<file path="config.mk">
export PLATFORM = sky130hd
export DESIGN_NAME = hand_trig_sched_flat
export DESIGN_NICKNAME = d
export VERILOG_FILES = /design/src/rtl/hand_trig_sched_pkg.sv /design/src/rtl/hand_trig_sched_if.sv /design/src/rtl/hand_trig_sched_angle_calc.sv /design/src/rtl/hand_trig_sched.sv /design/src/flat_wrapper.sv
export SDC_FILE = /design/constraint.sdc
export NUM_CORES = 1
export LEC_CHECK = 0
export CAP_MARGIN = 20
export CORE_MARGIN = 4
export CORE_UTILIZATION = 24
export DETAILED_ROUTE_END_ITERATION = 12
export SETUP_SLACK_MARGIN = 0.15
export SLEW_MARGIN = 20
export SYNTH_ARGS = -nofsm -noshare
export SYNTH_HDL_FRONTEND = slang
export SYNTH_HIERARCHICAL = 1
export SYNTH_SLANG_ARGS = --single-unit
export TNS_END_PERCENT = 30
</file>
<file path="constraint.sdc">
create_clock -name clk -period 5.24 [get_ports clk]
set_clock_uncertainty 0.15 [all_clocks]
set_input_delay 0.524 -clock clk [delete_from_list [all_inputs] [get_ports clk]]
set_output_delay 0.524 -clock clk [all_outputs]
set_load 0.005 [all_outputs]
</file>
<file path="src/rtl/hand_trig_sched_pkg.sv">
// Shared types and constants for the clock-hand sine ROM scheduler.
// The optional HAND_SMOOTH_EN macro (used by the top) does not change anything here.
package clock_hand_pkg;

    localparam int STEPS_PER_QUAD = 30;
    localparam int ROM_DEPTH      = 31;
    localparam int READS          = 6;

    typedef enum logic [2:0] {
        ST_IDLE   = 3'd0,
        ST_CALC   = 3'd1,
        ST_READ   = 3'd2,
        ST_DRAIN  = 3'd3,
        ST_COMMIT = 3'd4
    } state_t;

    typedef enum logic [1:0] {
        HAND_SEC  = 2'd0,
        HAND_MIN  = 2'd1,
        HAND_HOUR = 2'd2
    } hand_t;

endpackage

</file>
<file path="src/rtl/hand_trig_sched_if.sv">
// Read port of the shared synchronous sine ROM.
// Protocol: master drives rom_addr every cycle; slave returns rom_q a fixed
// ROM_LAT cycles later. There is no valid/ready pair and no back-pressure.
interface hand_trig_sched_if #(
    parameter int DW = 20
);
    logic [4:0]    rom_addr;
    logic [DW-1:0] rom_q;

    modport master (output rom_addr, input rom_q);
    modport slave  (input rom_addr, output rom_q);
endinterface

</file>
<file path="src/rtl/hand_trig_sched_angle_calc.sv">
// Splits a hand position (3-degree steps, 0..119) into quadrant, index and
// complementary index 30-k used to fetch the cosine from the sine table.
module hand_angle_calc
    import clock_hand_pkg::*;
(
    input  logic [6:0] pos,
    output logic [1:0] quad,
    output logic [4:0] idx,
    output logic [4:0] idx_c
);

    logic [6:0] base;

    always_comb begin
        quad = 2'd0;
        base = 7'd0;
        if (pos >= 7'(3 * STEPS_PER_QUAD)) begin
            quad = 2'd3;
            base = 7'(3 * STEPS_PER_QUAD);
        end else if (pos >= 7'(2 * STEPS_PER_QUAD)) begin
            quad = 2'd2;
            base = 7'(2 * STEPS_PER_QUAD);
        end else if (pos >= 7'(STEPS_PER_QUAD)) begin
            quad = 2'd1;
            base = 7'(STEPS_PER_QUAD);
        end
        idx   = 5'(pos - base);
        idx_c = 5'(ROM_DEPTH - 1) - idx;
    end

endmodule

</file>
<file path="src/rtl/hand_trig_sched.sv">
// Time-shares one sine ROM among the sec/min/hour hands once per frame and
// commits all coefficients together. Define HAND_SMOOTH_EN for creeping min/hour hands.
module hand_trig_sched
    import clock_hand_pkg::*;
#(
    parameter int DW      = 20,
    parameter int ROM_LAT = 1
) (
    input  logic              clk,
    input  logic              reset,
    input  logic              frame_start,
    input  logic [5:0]        hour,
    input  logic [5:0]        min,
    input  logic [5:0]        sec,
    hand_trig_sched_if.master rom,
    output logic [DW-1:0]     sec_sin,
    output logic [DW-1:0]     sec_cos,
    output logic [DW-1:0]     min_sin,
    output logic [DW-1:0]     min_cos,
    output logic [DW-1:0]     hour_sin,
    output logic [DW-1:0]     hour_cos,
    output logic [1:0]        sec_quad,
    output logic [1:0]        min_quad,
    output logic [1:0]        hour_quad,
    output logic              coef_valid,
    output logic              busy,
    output logic              overrun,
    output state_t            dbg_state
);

    state_t        state;
    logic [5:0]    sec_s, min_s, hour_s;
    logic [5:0]    hour12;
    logic [6:0]    pos_sec, pos_min, pos_hour;
    logic [1:0]    q_c  [3];
    logic [4:0]    k_c  [3];
    logic [4:0]    kc_c [3];
    logic [1:0]    q_r  [3];
    logic [4:0]    k_r  [3];
    logic [4:0]    kc_r [3];
    logic [2:0]    slot;
    logic [4:0]    next_addr;
    logic [1:0]    drain_cnt;
    logic          pipe_v [ROM_LAT];
    logic [2:0]    pipe_s [ROM_LAT];
    logic [DW-1:0] shadow     [READS];
    logic [DW-1:0] shadow_nxt [READS];

    assign dbg_state = state;

    always_comb begin
        hour12  = (hour_s >= 6'd12) ? hour_s - 6'd12 : hour_s;
        pos_sec = {sec_s, 1'b0};
`ifdef HAND_SMOOTH_EN
        pos_min  = {min_s, 1'b0} + {6'd0, (sec_s >= 6'd30)};
        pos_hour = 7'({1'b0, hour12} * 7'd10) + 7'(min_s / 6'd6);
`else
        pos_min  = {min_s, 1'b0};
        pos_hour = 7'({1'b0, hour12} * 7'd10);
`endif
    end

    hand_angle_calc u_calc_sec (
        .pos(pos_sec), .quad(q_c[HAND_SEC]), .idx(k_c[HAND_SEC]), .idx_c(kc_c[HAND_SEC])
    );
    hand_angle_calc u_calc_min (
        .pos(pos_min), .quad(q_c[HAND_MIN]), .idx(k_c[HAND_MIN]), .idx_c(kc_c[HAND_MIN])
    );
    hand_angle_calc u_calc_hour (
        .pos(pos_hour), .quad(q_c[HAND_HOUR]), .idx(k_c[HAND_HOUR]), .idx_c(kc_c[HAND_HOUR])
    );

    // Address for the slot after the current one (sin, cos per hand in order).
    always_comb begin
        next_addr = k_r[HAND_SEC];
        case (slot)
            3'd0:    next_addr = kc_r[HAND_SEC];
            3'd1:    next_addr = k_r[HAND_MIN];
            3'd2:    next_addr = kc_r[HAND_MIN];
            3'd3:    next_addr = k_r[HAND_HOUR];
            3'd4:    next_addr = kc_r[HAND_HOUR];
            default: next_addr = k_r[HAND_SEC];
        endcase
    end

    // Returning ROM data lands in the shadow slot whose address left ROM_LAT cycles ago.
    always_comb begin
        for (int i = 0; i < READS; i++) begin
            shadow_nxt[i] = shadow[i];
            if (pipe_v[ROM_LAT-1] && pipe_s[ROM_LAT-1] == 3'(i)) begin
                shadow_nxt[i] = rom.rom_q;
            end
        end
    end

    always_ff @(posedge clk) begin
        if (!reset) begin
            state        <= ST_IDLE;
            sec_s        <= '0;
            min_s        <= '0;
            hour_s       <= '0;
            slot         <= '0;
            drain_cnt    <= '0;
            rom.rom_addr <= '0;
            sec_sin      <= '0;
            sec_cos      <= '0;
            min_sin      <= '0;
            min_cos      <= '0;
            hour_sin     <= '0;
            hour_cos     <= '0;
            sec_quad     <= '0;
            min_quad     <= '0;
            hour_quad    <= '0;
            coef_valid   <= 1'b0;
            busy         <= 1'b0;
            overrun      <= 1'b0;
            for (int i = 0; i < 3; i++) begin
                q_r[i]  <= '0;
                k_r[i]  <= '0;
                kc_r[i] <= '0;
            end
            for (int i = 0; i < ROM_LAT; i++) begin
                pipe_v[i] <= 1'b0;
                pipe_s[i] <= '0;
            end
            for (int i = 0; i < READS; i++) begin
                shadow[i] <= '0;
            end
        end else begin
            coef_valid <= 1'b0;
            pipe_v[0]  <= (state == ST_READ);
            pipe_s[0]  <= slot;
            for (int i = 1; i < ROM_LAT; i++) begin
                pipe_v[i] <= pipe_v[i-1];
                pipe_s[i] <= pipe_s[i-1];
            end
            shadow <= shadow_nxt;
            if (frame_start && state != ST_IDLE) begin
                overrun <= 1'b1;
            end
            case (state)
                ST_IDLE: begin
                    if (frame_start) begin
                        sec_s  <= (sec  > 6'd59) ? 6'd0 : sec;
                        min_s  <= (min  > 6'd59) ? 6'd0 : min;
                        hour_s <= (hour > 6'd23) ? 6'd0 : hour;
                        busy   <= 1'b1;
                        state  <= ST_CALC;
                    end
                end
                ST_CALC: begin
                    for (int i = 0; i < 3; i++) begin
                        q_r[i]  <= q_c[i];
                        k_r[i]  <= k_c[i];
                        kc_r[i] <= kc_c[i];
                    end
                    rom.rom_addr <= k_c[HAND_SEC];
                    slot         <= '0;
                    state        <= ST_READ;
                end
                ST_READ: begin
                    if (slot == 3'(READS - 1)) begin
                        drain_cnt <= '0;
                        state     <= ST_DRAIN;
                    end else begin
                        slot         <= slot + 3'd1;
                        rom.rom_addr <= next_addr;
                    end
                end
                ST_DRAIN: begin
                    if (drain_cnt == 2'(ROM_LAT - 1)) begin
                        // The last word arrives this cycle, so take it from shadow_nxt.
                        sec_sin    <= shadow_nxt[0];
                        sec_cos    <= shadow_nxt[1];
                        min_sin    <= shadow_nxt[2];
                        min_cos    <= shadow_nxt[3];
                        hour_sin   <= shadow_nxt[4];
                        hour_cos   <= shadow_nxt[5];
                        sec_quad   <= q_r[HAND_SEC];
                        min_quad   <= q_r[HAND_MIN];
                        hour_quad  <= q_r[HAND_HOUR];
                        coef_valid <= 1'b1;
                        state      <= ST_COMMIT;
                    end else begin
                        drain_cnt <= drain_cnt + 2'd1;
                    end
                end
                ST_COMMIT: begin
                    busy  <= 1'b0;
                    state <= ST_IDLE;
                end
                default: state <= ST_IDLE;
            endcase
        end
    end

endmodule

</file>
<file path="src/flat_wrapper.sv">
// flat-port wrapper written by rule: the top's interface ports become plain ports
module hand_trig_sched_flat import clock_hand_pkg::*;
#(
    parameter int DW      = 20,
    parameter int ROM_LAT = 1
)
  (clk, reset, frame_start, hour, min, sec, sec_sin, sec_cos, min_sin, min_cos, hour_sin, hour_cos, sec_quad, min_quad, hour_quad, coef_valid, busy, overrun, dbg_state, rom_rom_addr, rom_rom_q);
  hand_trig_sched_if #(.DW(DW)) rom_i ();
  input  logic clk;
  input  logic reset;
  input  logic frame_start;
  input  logic [5:0] hour;
  input  logic [5:0] min;
  input  logic [5:0] sec;
  output logic [DW-1:0] sec_sin;
  output logic [DW-1:0] sec_cos;
  output logic [DW-1:0] min_sin;
  output logic [DW-1:0] min_cos;
  output logic [DW-1:0] hour_sin;
  output logic [DW-1:0] hour_cos;
  output logic [1:0] sec_quad;
  output logic [1:0] min_quad;
  output logic [1:0] hour_quad;
  output logic coef_valid;
  output logic busy;
  output logic overrun;
  output state_t dbg_state;
  output wire logic [$bits(rom_i.rom_addr)-1:0] rom_rom_addr;
  input wire logic [$bits(rom_i.rom_q)-1:0] rom_rom_q;
  assign rom_rom_addr = rom_i.rom_addr;
  assign rom_i.rom_q = rom_rom_q;
  hand_trig_sched #(.DW(DW), .ROM_LAT(ROM_LAT)) u_core (.clk(clk), .reset(reset), .frame_start(frame_start), .hour(hour), .min(min), .sec(sec), .rom(rom_i), .sec_sin(sec_sin), .sec_cos(sec_cos), .min_sin(min_sin), .min_cos(min_cos), .hour_sin(hour_sin), .hour_cos(hour_cos), .sec_quad(sec_quad), .min_quad(min_quad), .hour_quad(hour_quad), .coef_valid(coef_valid), .busy(busy), .overrun(overrun), .dbg_state(dbg_state));
endmodule
</file>
== After elaboration in Yosys (flattened, before gate mapping) ==
Memory sizes are Yosys's and may differ from the RTL's. A register that Yosys moved wholly into a read port is not among the register bits.
Index checks and enable logic that the tools add are counted.
Storage, ports and cells
  bits in writable memories: 40
  logic and storage cells: 166
  memories kept: 5
  input bits: 41
  output and inout bits: 137
  bits in registers: 274
  memory bits (read-only): 0
  bits in latches: 0
Memories
  u_core.k_r: words 3, width 5, read ports 3, clocked after Yosys merged registers in 0, wr ports 3, RTL line hand_trig_sched.sv:39  | logic [4:0] k_r [3];
  u_core.kc_r: words 3, width 5, read ports 3, clocked after Yosys merged registers in 0, wr ports 3, RTL line hand_trig_sched.sv:40  | logic [4:0] kc_r [3];
  u_core.q_r: words 3, width 2, read ports 3, clocked after Yosys merged registers in 3, wr ports 3, RTL line hand_trig_sched.sv:38  | logic [1:0] q_r [3];
  u_core.pipe_s: words 1, width 3, read ports 1, clocked after Yosys merged registers in 0, wr ports 1, RTL line hand_trig_sched.sv:45  | logic [2:0] pipe_s [ROM_LAT];
  u_core.pipe_v: words 1, width 1, read ports 1, clocked after Yosys merged registers in 0, wr ports 1, RTL line hand_trig_sched.sv:44  | logic pipe_v [ROM_LAT];
Operators by class
  reductions and logical operators: 27
  add/sub/neg operators: 9
  div/mod/pow operators: 0
  shift operators: 0
  multipliers: 1
  $lt $le $gt $ge: 13
  bitwise operators: 9
  muxes and demuxes: 61
  eq/ne operators: 19
Operators by type and width (number)
  20-bit 2-to-1 mux: 6
  5-bit 2-to-1 mux: 16
  5-bit one-hot mux with 5 select lines: 1
  6-bit 2-to-1 mux: 4
  2-bit 2-to-1 mux: 11
  7-bit by 5-bit greater-or-equal comparator with 1-bit output (second input constant): 3
  7-bit by 6-bit greater-or-equal comparator with 1-bit output (second input constant): 3
  7-bit greater-or-equal comparator (second input constant): 3
  3-bit by 2-bit equality test with 1-bit output (second input constant): 6
  3-bit equality test (second input constant): 5
  3-bit 2-to-1 mux: 5
  5-bit subtractor: 3
  5-bit subtractor (first input constant): 3
  1-bit 2-to-1 mux: 13
  6-bit > comparator (second input constant): 2
  3-bit one-hot mux with 4 select lines: 1
  5-bit one-hot mux with 2 select lines: 1
  2-bit AND reduction: 5
  3-bit by 1-bit equality test with 1-bit output (second input constant): 3
  3-bit zero test: 3
  1-bit OR: 9
  2-bit != test (second input constant): 4
  1-bit logical AND: 7
  6-bit by 4-bit greater-or-equal comparator with 1-bit output (second input constant): 1
  16 further kinds: 21

== Logic depth before layout (Yosys ltp) ==
Gate-level depths: netlist (run 1).
  word-level depth: 10
  depth in mapped cells: 17
  gate-level depth less buffers: 17

== Modules after synthesis ==
Netlist (run 1), hierarchy kept.
Modules (own cells, without submodules)
  hand_trig_sched: sequential area each 6766.5 µm², cells an instance 1135, area an instance 11787.6 µm², instances 1
  hand_angle_calc: sequential area each 0.0 µm², cells an instance 40, area an instance 287.8 µm², instances 3

== Worst setup path before layout (run 1) ==
OpenSTA, ideal clock, no wires.
  path kind: flip-flop to flip-flop
  start: register u_core.hour_s[2]
  end: memory u_core.kc_r[2][3] (netlist: u_core/kc_r[0][13]) (data pin)
  buffers on the path: 0
  path slack: 958 ps
  library setup time: 255 ps
  cell stages (with the launch flop): 17
  clock period less this slack: 4282 ps
  arrival time: 3877 ps
  required time: 4835 ps
  cells stage by stage: dfxtp_1 > ha_1 > nor3_2 > mux2_2 > ha_1 > ha_1 > fa_1 > xnor2_1 > xnor2_1 > a21oi_1 > o21ai_0 > a32o_1 > ha_1 > fa_1 > xnor2_1 > xor2_1 > and2_1
RTL lines
  from (decl): RTL line hand_trig_sched.sv:32  | logic [5:0] sec_s, min_s, hour_s;
  from (signal assigned): RTL line hand_trig_sched.sv:146  | hour_s <= (hour > 6'd23) ? 6'd0 : hour;
  to (decl): RTL line hand_trig_sched.sv:40

==> results of run 1 <==
## area by class of cell
type,instances,area (um2)
multi-input cells,831,5420
fillers,5344,35500
flip-flops and latches,320,6770
well taps,680,851
inverters,24,97.6
clock buffers,50,1000
diodes,1,2.50
clock inverters,15,140
repair buffers,189,1890
## critical path: stages (launching register included)
cell	delay, ns
dfxtp_1	0.36
ha_1	0.26
nor3_2	0.25
mux2_2	0.40
ha_1	0.28
ha_1	0.21
fa_1	0.38
xnor2_1	0.15
xnor2_1	0.47
a21oi_1	0.08
o21ai_0	0.24
a32o_1	0.26
ha_1	0.27
fa_1	0.47
xor2_1	0.17
and2_1	0.13
## flip-flops by register name, summed over array words and instances (netlist names), 5 cells and up
| name | flops |
|---|---|
| u_core/shadow | 120 |
| u_core/hour_cos | 20 |
| u_core/hour_sin | 20 |
| u_core/min_cos | 20 |
| u_core/min_sin | 20 |
| u_core/sec_cos | 20 |
| u_core/sec_sin | 20 |
| u_core/k_r | 15 |
| u_core/kc_r | 15 |
| u_core/hour_s | 6 |
| u_core/min_s | 6 |
| u_core/q_r | 6 |
| u_core/sec_s | 6 |
| u_core/rom.rom_addr | 5 |
## path summary, 6_finish.rpt
kind | endpoint | start | slack (ns) | cells after the start
worst max register to register | u_core/kc_r[0][12] | u_core/hour_s[2] | 0.46 | 15
worst min-delay path | u_core/min_quad[1] | u_core/min_quad[1] | 0.31 | 2
worst min register to register | u_core/min_quad[1] | u_core/min_quad[1] | 0.31 | 2
worst max-delay path | u_core/kc_r[0][12] | u_core/hour_s[2] | 0.46 | 15
## cells in the final DEF, fill, tap and decap left out, types with 4 or more instances in the layout
cell             instances
a211oi_1               121
a21oi_1                 41
a22oi_1                  4
and2_1                  37
buf_4                   10
clkbuf_1                 9
clkbuf_16               36
clkbuf_8                 5
clkdlybuf4s50_1        177
clkinv_2                 7
conb_1                  12
dfxtp_1                284
edfxtp_1                36
fa_1                     4
ha_1                    23
inv_1                   23
mux2i_1                125
nand2_1                 49
nand2b_1                 6
nand3_1                 32
nand3b_1                 6
nor2_1                 253
nor2b_1                 14
nor3b_1                  4
o21a_1                   4
o21ai_0                 15
o21bai_1                 8
o311a_1                  9
xnor2_1                  8
xor2_1                  12
## where the power goes
group	switching (mW)	total, mW	internal [mW]	leakage, nW
clock	1.03	2.44	1.41	0.561
combinational	0.269	0.484	0.215	2.53
sequential	0.0476	2.60	2.55	2.67
## logic make-up (layout without fill, tap and decap cells)
| family | count (synthesis) | count (layout) | share of synthesized area |
|---|---|---|---|
| other | 1 | 13 | 0.000296 |
| AOI/OAI and AO/OA | 221 | 221 | 0.127 |
| muxes | 126 | 126 | 0.0998 |
| and+or+nand+nor | 425 | 425 | 0.153 |
| adders and majority gates | 27 | 27 | 0.0291 |
| DFF | 320 | 320 | 0.535 |
| xor gates and xnor gates | 20 | 20 | 0.0138 |
| buffers and inverters | 115 | 278 | 0.0424 |
## per-stage QoR
step | total power, mW | setup WS (ns)
global route | 5.77 | 0.282
detailed placement | 3.14 | 0.548
global placement | 3.13 | 0.796
finish | 5.52 | 0.465
floorplan | 2.93 | 0.958
CTS | 5.61 | 0.487
## routing by layer
metal,up-vias,track usage
met2,280,0.179
met5,-,0
met4,0,0.0295
li1,4642,-
met3,45,0.0349
met1,4402,0.163
==> results.md, run 1 <==
* Yosys top cell area share at 0.449
* Synth area leader: dfxtp_1
* Worst hold slack at between 0.3 and 0.4 ns
* IO Port Bufs at around 180
* Setup Buffers After CTS at 0
* Worst-Margin Slew at around 0.95 ns
* Routed met1 length at about 16 mm
* Synthesized cell area at 12700 um2
* Startpoint types: flop
* Setup violations, final at 0
* Setup CP Type: reg -> reg
* Count leader, synth: dfxtp_1
* CTS resizes at 0
* # DRC at 0
* Placed instance area at roughly 15000 um2
* Setup_tns at 0 ns
* Metal2 WL at 15.0 mm
* Post-synth EDFFs at 36
* Post-synthesis register bit count at 320
* Initial antenna violation count at 1
* Unrepaired setup endpoints after global routing: false
* Synth async-reset ratio at 0
* Die Width at about 240 um
* Pleak at ~5.8 nW
* Clk pin slew, worst setup/hold paths at roughly 0.060 ns
* Top cells by area, synth: dfxtp_1 45%, mux2i_1 9.9%, edfxtp_1 8.5%, nor2_1 7.6%, a211oi_1 7.2%
* Post-Route WL at roughly 34 mm
* Post-synthesis cell count at around 1.3k
* Total global routing overflow at 0
* Final core utilization at 0.313
* Synth top cells by count: 284 x dfxtp_1, 255 x nor2_1, 125 x mux2i_1
* Row count at between 80 and 90
* Non-filler cells, final at roughly 2.1k
* Worst path arrival time at roughly 4.9 ns
* Vias in the first global route at 8961
* Clock buffer count from CTS at 36
* CTS tree: done
* Longest Clk Path Bufs at 3
* DR iter-0 viols at about 480
* CP required at 5.38 ns
* Hold_buf cts at 0
* Largest net degree at the start of global routing at ~160
* Area Growth Syn to Fin at 27.8%
* Ys flop type: dfxtp_1
* Routed vias at approximately 9.4k
* Max-slew violation count at 0
* Root buf cell: clkbuf_16
* Share of layout cells above drive strength 1 at 0.0609
* RePlAce Congestion at between 0.7 and 0.8
* Status: completed
* CP Capture Type: flop
* H-tree depth at 2
* Final HPWL DP at roughly 23 mm
* Period utilization at 0.911
* Core Box Area at just over 50000 um2
* Die outline area at about 56000 um2
* Antenna-violating nets left at 0
* Die height at ~240 um
* DRT Pass-1 Iters at 5
* Hold Path Class: reg -> reg
* FMAX at between 0.2 and 0.25 GHz
* PD cells at 341 nW/um2
* Final min period at around 4.8 ns
* CTS Sinks at between 300 and 400
* Met3 wire length at 2.61 mm
* Peak VDD IR at between 0.00015 and 0.0002 V
* Total Routing Usage GR at 0.117
* Critical Path Fanout Max at 7
* Initial core utilization at 0.245
* Library cells used by synthesis at 57
* Relative slew slack at 0.365
* Clk Latency, worst-skew pair at approximately 0.53 ns
* Max-Cap Viols at 0
* Final #Nets at 1470
* Sequential-to-total area share from yosys stat at 0.535
* DP Cell Count at between 2k and 2.5k
* Synthesized area per cell at between 10 and 15 um2
* WL/cell at between 15 and 20 um
* Highest Signal Layer: met4
* Global-route wire length before repair at 52.7 mm
* I/O pin cnt at approximately 180
* Post-route cell area at roughly 16000 um2
* Vias/cell at around 4.4
* Hold Vio Cnt, Final at 0
* Yosys warns at 6
Power figures use the tool's default switching activity.
==> inputs of run 2 (changes only) <==
--- a/config.mk
+++ b/config.mk
@@ -6,7 +6,7 @@
 export NUM_CORES = 1
 export LEC_CHECK = 0
 export CAP_MARGIN = 20
-export CORE_MARGIN = 4
+export CORE_MARGIN = 8
 export CORE_UTILIZATION = 24
 export DETAILED_ROUTE_END_ITERATION = 12
 export SETUP_SLACK_MARGIN = 0.15
==> constraint.sdc (replaced) <==
create_clock -name clk -period 4.05 [get_ports clk]
set_clock_uncertainty 0.15 [all_clocks]
set_input_delay 0.405 -clock clk [delete_from_list [all_inputs] [get_ports clk]]
set_output_delay 0.405 -clock clk [all_outputs]
set_load 0.005 [all_outputs]
==> run 2 against run 1 <==
  * Non-clock buffer count rose by 10
  * Sequential power is 29% higher
  * Power up 33%
  * Sequential share of layout area decreased by 0.75 points
  * Worst hold slack better by 0.0045 ns
  * Critical path depth did not move
  * Global-route usage is 0.65 points lower
==> results.md, run 2 (synthesized netlist as in run 1, its figures left out) <==
* Status: completed (unchanged)
* Post-route cell area at 16500 um2 (was 16200 um2)
* Peak VDD IR at 0.000263 V (was 0.000168 V)
* Post-Route WL at 34.9 mm (was 34.4 mm)
* Hold Vio Cnt, Final at 0 (unchanged)
* Relative slew slack at 0.393 (was 0.365)
* Worst setup margin at 0.141 ns (was 0.465 ns)
* I/O pin cnt at 178 (unchanged)
* Max-slew violation count at 0 (unchanged)
* Worst hold slack at 0.314 ns (was 0.310 ns)
* Period utilization at 0.965 (was 0.911)
* ANT cells at 0 (was 1)
* FMAX at 0.256 GHz (was 0.209 GHz)
* Clk pin slew, worst setup/hold paths at 0.06 ns (about the same)
* DR iter-0 viols at 481 (was 478)
* Max-Cap Viols at 0 (unchanged)
* Startpoint types: flop (unchanged)
* Area Growth Syn to Fin at 30.3% (was 27.8%)
* Largest net degree at the start of global routing at 151 (was 157)
* Clock buffer count from CTS at 36 (unchanged)
* Final min period at 3.91 ns (was 4.78 ns)
* Placed instance area at 15200 um2 (was 15000 um2)
* Top reg by flops: u_core/shadow (unchanged)
* Critical Path Fanout Max at 4 (was 7)
* WL/cell at 16.4 um (was 16.3 um)
* Share of layout cells above drive strength 1 at 0.0814 (was 0.0609)
* Antenna-violating nets left at 0 (unchanged)
* RePlAce Congestion at 0.777 (was 0.781)
* Placement Setup Slack at -0.0293 ns (was 0.548 ns)
* Final #Nets at 1480 (was 1470)
* Worst path arrival time at 4.02 ns (was 4.91 ns)
* CP Capture Type: flop (unchanged)
* Total power at 7.34 mW (was 5.52 mW)
* Die Width at 246 um (was 238 um)
* Hold Path Class: reg -> reg (unchanged)
* CTS Sinks at 320 (unchanged)
* Die height at 246 um (was 238 um)
* Most frequent cells in the layout: 282 x dfxtp_1, 253 x nor2_1, 177 x clkdlybuf4s50_1, 125 x mux2i_1, 121 x a211oi_1 (was 284 x dfxtp_1, 253 x nor2_1, 177 x clkdlybuf4s50_1, 125 x mux2i_1, 121 x a211oi_1)
* IO Port Bufs at 177 (unchanged)
* PD cells at 445 nW/um2 (was 341 nW/um2)
* Vias/cell at 4.44 (about the same)
* Initial antenna violation count at 1 (unchanged)
* Die outline area at 60300 um2 (was 56400 um2)
* Max reg flops at 120 (unchanged)
* Final HPWL DP at 23.8 mm (was 23.0 mm)
* Total Routing Usage GR at 0.111 (was 0.117)
* DRT Pass-1 Iters at 4 (was 5)
* Global-route wire length before repair at 53.2 mm (was 52.7 mm)
* Routed vias at 9437 (was 9369)
* CTS tree: done (unchanged)
* Setup CP Type: reg -> reg (unchanged)
* Setup violations, final at 0 (unchanged)
* Root buf cell: clkbuf_16 (unchanged)
* Worst-Margin Slew at 0.906 ns (was 0.952 ns)
* Pleak at 5.90 nW (was 5.77 nW)
* Initial core utilization at 0.242 (was 0.245)
* Unrepaired setup endpoints after global routing: true (was false)
* Core Box Area at 52300 um2 (was 51700 um2)
* H-tree depth at 2 (unchanged)
* Total global routing overflow at 0 (unchanged)
* Row count at 84 (was 83)
* Final core utilization at 0.315 (was 0.313)
* # DRC at 0 (unchanged)
* Clk Latency, worst-skew pair at 0.52 ns (was 0.53 ns)
* CP required at 4.16 ns (was 5.38 ns)
* Longest Clk Path Bufs at 3 (unchanged)
* Vias in the first global route at 9046 (was 8961)
* Most common cell after layout, fill and taps aside: dfxtp_1 (unchanged)
==> run 2: path summary, 6_finish.rpt <==
path                  startpoint             endpoint  slack [ns]  cells after the start
max             u_core/hour_s[2]   u_core/kc_r[0][12]        0.14                     15
min          u_core/hour_quad[0]  u_core/hour_quad[0]        0.31                      2
max reg2reg     u_core/hour_s[2]   u_core/kc_r[0][12]        0.14                     15
min reg2reg  u_core/hour_quad[0]  u_core/hour_quad[0]        0.31                      2
==> run 2: final cells by class <==
class                   count  area [um2]
repair buffers            199        1990
flip-flops and latches    320        6770
multi-input cells         831        5550
inverters                  24        97.6
clock inverters            13         184
well taps                 688         861
fillers                  5395       35900
clock buffers              51        1030
==> run 2: metal layers <==
metal  GRT usage  up-vias  part of all wire
met4      0.0284        2             0.021
met1       0.147     4461              0.46
met3      0.0323       56             0.072
met5           0        -           0.00037
met2       0.175      268              0.45
li1            -     4650                 -
==> run 2: report_power, final <==
group / switching, mW / total (mW) / leakage (nW) / internal, mW
Clock: 1.30 / 3.33 / 0.599 / 2.03
Sequential: 0.0636 / 3.36 / 2.68 / 3.30
Combinational: 0.355 / 0.655 / 2.62 / 0.300
==> run 2: repair_timing <==
action	in CTS	in global routing
buffers inserted	5	0
endpoints found under the setup margin	6	5
hold buffers	0	0
gates resized for setup	7	1
pin swaps	10	0
==> run 2: worst max-delay path: stages, from the launching register on <==
cell and delay (ns):
dfxtp_4 0.35, ha_4 0.17, nor3_4 0.15, mux2_4 0.34
ha_4 0.22, ha_4 0.15, fa_2 0.35, xnor2_2 0.16
xnor2_2 0.17, buf_4 0.15, buf_4 0.13, o21ai_1 0.16
nor2b_1 0.24, fa_2 0.49, xor2_1 0.15, and2_1 0.13
==> run 2: through the flow <==
step	setup TNS, ns	instances
2_1_floorplan	0	1266
3_3_place_gp	0	2057
3_5_place_dp	-0.0293	2057
4_1_cts	0	2126
5_1_grt	0	2126
6_report	0	2126
==> RTL edit 1: new RTL, config.mk and constraints of run 2 <==
`ROM_LAT` is set to 1 in 2 places; all go to 2.
--- a/src/rtl/hand_trig_sched.sv
+++ b/src/rtl/hand_trig_sched.sv
@@ -5,5 +5,5 @@
 #(
     parameter int DW      = 20,
-    parameter int ROM_LAT = 1
+    parameter int ROM_LAT = 2
 ) (
     input  logic              clk,
--- a/src/flat_wrapper.sv
+++ b/src/flat_wrapper.sv
@@ -3,5 +3,5 @@
 #(
     parameter int DW      = 20,
-    parameter int ROM_LAT = 1
+    parameter int ROM_LAT = 2
 )
   (clk, reset, frame_start, hour, min, sec, sec_sin, sec_cos, min_sin, min_cos, hour_sin, hour_cos, sec_quad, min_quad, hour_quad, coef_valid, busy, overrun, dbg_state, rom_rom_addr, rom_rom_q);
Check against the original RTL: not equivalent (a bounded check fails within 10 cycles, from zero or initial values and one cycle with reset low).
==> RTL edit 1 against run 2 <==
Sequential cell count is 4 higher. Setup slack worse by 0.13 ns. Cell area is 0.15% lower. Sequential power hardly changed. Total power is 1.9% lower. Area after synthesis is 0.13% higher. Wire length is 3.0% higher. Final cell count is 0.71% higher.
==> RTL edit 1: results (changes against run 2) <==
| Metric | Value |
|---|---|
| Final RePlAce weighted congestion | 0.7629 (-1.9%) |
| Pre-CTS setup slack | -0.08368 ns (-0.05440 ns) |
| CP Max Fanout | 5 (+1) |
| P_leak | 5.832 nW (-1.1%) |
| Rel. slew slack | 0.4268 (+0.03337) |
| FFs w/ async S/R, synth | 0 (unchanged) |
| 1st-iter DRT viols | 585 (+22%) |
| Setup violators final | 0 (unchanged) |
| Outcome | finished, final reports clean |
| First-pass GRT wire length | 55.26 mm (+3.8%) |
| Peak VDD IR | 0.2632 mV (+0.20%) |
| Clock latency on the worst-skew pair | 0.54 ns (+0.02 ns) |
| Crit-path max cell delay | 0.35 ns (-0.14 ns) |
| Worst path arrival time | 4.18 ns (+0.16 ns) |
| Post-synth cell types | 58 (+1.8%) |
| First drt pass iteration count | 5 (+1) |
| Layout cells sized above 1 | 0.07708 (-0.004281) |
| Ys Warns | 6 (unchanged) |
| Largest net degree at the start of global routing | 143 (-5.3%) |
| Total Routing Usage GR | 0.1160 (+0.005298) |
| CTS Root Cell | clkbuf_16 |
| Vias in the first global route | 9,363 (+3.5%) |
| Nets | 1,492 (+0.81%) |
| H-tree levels | 2 (unchanged) |
| Vias/cell | 4.482 (+0.97%) |
| Placed wire-length estimate | 24.51 mm (+2.9%) |
| WL/cell | 16.79 µm (+2.3%) |
| Most frequent cells after synthesis | 288 x dfxtp_1, 258 x nor2_1, 126 x a211oi_1, 124 x mux2i_1, 49 x nand2_1 |
| Num CTS Buffers | 37 (+2.8%) |
| Post-synthesis sequential area ratio | 0.5405 (+0.005635) |
| Top cells by area, synth | dfxtp_1 46%, mux2i_1 9.8%, edfxtp_1 8.5% |
RTL edit 1: worst register-to-register path: stages, from the launching register on:
cell and delay [ns]:
dfxtp_2 0.34, ha_4 0.18, nor3_4 0.15, mux2_4 0.33, ha_1 0.28, ha_1 0.14, inv_1 0.05, fa_2 0.35
xor2_2 0.17, xnor2_2 0.18, a21oi_2 0.16, o21ai_1 0.08, a32o_2 0.30, ha_4 0.17, fa_2 0.35, xnor2_2 0.20
xor2_1 0.10, and2_1 0.14
RTL edit 1: path summary, 6_finish.rpt:
path                               to  slack [ns]  cells past startpoint           startpoint
setup reg to reg   u_core/kc_r[0][13]       0.007                     17     u_core/hour_s[3]
hold reg to reg   u_core/pipe_s[0][5]        0.29                      1  u_core/pipe_s[0][2]
hold / removal    u_core/pipe_s[0][5]        0.29                      1  u_core/pipe_s[0][2]
setup / recovery   u_core/kc_r[0][13]       0.007                     17     u_core/hour_s[3]
RTL edit 1: timing repair:
action                     4_1_cts  5_1_grt
setup endpoints to repair        5        6
resized for setup                4        5
buffers inserted                 1        0
pin swaps                        3        0
RTL edit 1: logic make-up (layout without fill, tap and decap cells):
| kind of cell | count (synthesis) | in the layout | synth area share |
|---|---|---|---|
| flops | 324 | 324 | 0.5405 |
| simple gates | 417 | 417 | 0.1471 |
| xor+xnor | 19 | 19 | 0.01314 |
| mux | 125 | 125 | 0.09887 |
| buf+inv | 128 | 304 | 0.04445 |
| other cells | 1 | 12 | 0.0002960 |
| compound gates | 225 | 225 | 0.1266 |
| fa+ha+maj | 27 | 27 | 0.02904 |
RTL edit 1: report_power, final:
group / total, mW / internal [mW] / switching, mW / leakage [nW]
registers: 3.35 / 3.31 / 0.0395 / 2.70
clock network: 3.35 / 2.00 / 1.35 / 0.600
logic: 0.507 / 0.204 / 0.303 / 2.53
RTL edit 1: cell type report:
cell class | count | area [µm²]
clock buffer | 50 | 1036
clock inverter | 18 | 196.4
inverter | 38 | 150.1
sequential | 324 | 6849
multi-input combinational | 825 | 5410
timing repair buffer | 198 | 1954
fill | 5412 | 35880
tap | 688 | 860.8
RTL edit 1: layer usage:
layer  share of wire  GRT usage  vias up
li1                -          -     4687
met1            0.45     0.1467     4605
met2            0.45     0.1884      249
met3           0.078    0.03660       53
met4           0.019    0.03275        2
met5         0.00039          0        -
RTL edit 1: stage by stage:
stage | total power, mW | setup TNS (ns) | instances | util | cell area [µm²]
after global routing | 7.538 | -0.3126 | 2141 | 0.3144 | 16460
after detailed placement | 3.920 | -0.1424 | 2072 | 0.2900 | 15180
after floorplan | 3.718 | 0 | 1277 | - | 12760
final | 7.205 | 0 | 2141 | 0.3144 | 16460
after CTS | 7.341 | 0 | 2141 | 0.3139 | 16430
after global placement | 3.907 | 0 | 2072 | 0.2900 | 15180
==> RTL edit 2: new RTL, flow settings as in run 2 <==
Made on the original files. Register the output `sec_sin` once more, with the module's reset; this adds one clock of latency there. The other outputs are not delayed to match.
--- a/src/rtl/hand_trig_sched.sv
+++ b/src/rtl/hand_trig_sched.sv
@@ -29,4 +29,6 @@
 );
 
+    logic [DW-1:0] sec_sin_s0;
+
     state_t        state;
     logic [5:0]    sec_s, min_s, hour_s;
@@ -103,5 +105,5 @@
             drain_cnt    <= '0;
             rom.rom_addr <= '0;
-            sec_sin      <= '0;
+            sec_sin_s0   <= '0;
             sec_cos      <= '0;
             min_sin      <= '0;
@@ -171,5 +173,5 @@
                     if (drain_cnt == 2'(ROM_LAT - 1)) begin
                         // The last word arrives this cycle, so take it from shadow_nxt.
-                        sec_sin    <= shadow_nxt[0];
+                        sec_sin_s0 <= shadow_nxt[0];
                         sec_cos    <= shadow_nxt[1];
                         min_sin    <= shadow_nxt[2];
@@ -195,4 +197,12 @@
     end
 
+    always_ff @(posedge clk) begin
+        if (!reset) begin
+            sec_sin <= '0;
+        end else begin
+            sec_sin <= sec_sin_s0;
+        end
+    end
+
 endmodule
 
Behaviour: not the same (Yosys sat finds a counterexample within 10 cycles, from zero or initial values and one cycle with reset low).
==> RTL edit 2 against run 2 <==
Total power increased by 6.5%. Maximum frequency up 1.2%. Setup slack gained 0.046 ns. Wire length increased by 7.1%. Synthesized cell count increased by 3.3%. Sequential cell count is 20 higher. Cell area is 3.8% higher. Sequential share of layout area rose by 0.85 points. Area after synthesis is 4.2% higher. Core utilization fell by 0.20 points. Via count increased by 3.8%. Critical path type unchanged. Highest routed layer is now met4.
==> RTL edit 2: results (changes against run 2) <==
| Metric | Value |
|---|---|
| First-pass GRT wire length | 56.57 mm (+6.3%) |
| Worst Tran Pin Value | 0.9253 ns (+0.01937 ns) |
| Pre-CTS setup slack | -0.04472 ns (-0.01544 ns) |
| Cells after Synth | 1,297 (+3.3%) |
| Reg2reg setup slack | 0.19 ns (+0.05 ns) |
| Clock latency on the worst-skew pair | 0.55 ns (+0.03 ns) |
| Worst r2r path cells | 16 (+1) |
| H-tree levels | 2 (unchanged) |
| Non-filler instance count after layout | 2,193 (+3.2%) |
| Placed wire-length estimate | 25.32 mm (+6.3%) |
| Initial antenna violation count | 0 (-1) |
| Most frequent cells after synthesis | 304 x dfxtp_1, 254 x nor2_1, 122 x mux2i_1, 108 x a211oi_1, 58 x and2_1 |
| Hold path depth | 3 (+1) |
| Post-synth cell types | 58 (+1.8%) |
| WL/cell | 17.05 µm (+3.9%) |
| Hold Startpoint | sec[0] |
| P_leak | 6.116 nW (+3.7%) |
| Largest net degree at the start of global routing | 108 (-28%) |
| Hold_ws | 0.2744 ns (-0.04004 ns) |
| Final RePlAce weighted congestion | 0.7709 (-0.84%) |
| Post-synthesis sequential area ratio | 0.5435 (+0.008642) |
| 1st-iter DRT viols | 569 (+18%) |
| Crit-path max cell delay | 0.36 ns (-0.13 ns) |
| Num CTS Buffers | 39 (+8.3%) |
| Via count | 9,793 (+3.8%) |
| Outcome | finished, final reports clean |
| Setup crit start | u_core/hour_s[2] |
| Fillers | 5,569 (+3.2%) |
| Hold EP | u_core/sec_s[0] |
| Worst path arrival time | 4.03 ns (about the same) |
| Peak VDD IR | 0.2904 mV (+11%) |
| Vias in the first global route | 9,530 (+5.4%) |
| Top cells by area, synth | dfxtp_1 46%, mux2i_1 9.3%, edfxtp_1 8.2% |
| Worst Setup EP | u_core/kc_r[0][13] |
| Layout cells sized above 1 | 0.08865 (+0.007287) |
| Achievable Freq | 258.9 MHz (+1.2%) |
| Hold/Removal Path Class | input port to flop |
| Nets | 1,527 (+3.2%) |
| Total Routing Usage GR | 0.1145 (+0.003752) |
| Inst Count DP | 2,118 (+3.0%) |
| First drt pass iteration count | 5 (+1) |
-- RTL edit 2: changes by cell type after synthesis, sizes merged, moves of 5 or more --
cell / delta
nand2: +5
o21bai: -5
a311oi: +5
dfxtp: +20
nor2b: -11
and2: +20
a21oi: +6
o311a: -9
inv: +6
-- RTL edit 2: final cells by class --
class                      instances  area share
timing repair buffer             200      0.1166
sequential                       340      0.4195
clock buffer                      51     0.06262
tap                              704     0.05150
clock inverter                    20     0.01485
inverter                          30    0.007023
multi-input combinational        848      0.3279
-- RTL edit 2: report_power, final --
group | total [mW] | internal [mW] | switching, mW
Combinational | 0.661 | 0.282 | 0.379
Sequential | 3.56 | 3.50 | 0.0609
Clock | 3.60 | 2.14 | 1.46
Total | 7.82 | 5.92 | 1.90
-- RTL edit 2: logic make-up (layout without fill, tap and decap cells) --
logic type,Yosys count,count (layout),share of synthesized area
flip-flops,340,340,0.5435
adder cells (fa/ha/maj),27,27,0.02790
AND/OR/NAND/NOR,440,440,0.1502
XOR/XNOR,20,20,0.01328
multiplexers,124,124,0.09432
other,1,12,0.0002844
AO/OA/AOI/OAI,225,225,0.1263
buffers and inverters,120,301,0.04422
-- RTL edit 2: per-layer routing --
metal | wire length [µm] | global-route usage | up-vias
met3 | 2190 | 0.02840 | 57
met5 | 0 | 0 | -
li1 | - | - | 4796
met4 | 1000 | 0.03908 | 0
met2 | 16590 | 0.1799 | 271
met1 | 17610 | 0.1520 | 4669
-- RTL edit 2: repair_timing --
action / CTS / global route
pin swaps: 8 / 1
resized for setup: 2 / 1
setup endpoints to repair: 6 / 4
buffers inserted: 4 / 0
hold endpoints to repair: 0 / 0
-- RTL edit 2: metrics by stage --
step	setup TNS [ns]	cell area (µm²)
floorplan	0	13330
global placement	0	15730
detailed placement	-0.04472	15730
CTS	0	17100
global route	0	17100
finish	0	17100
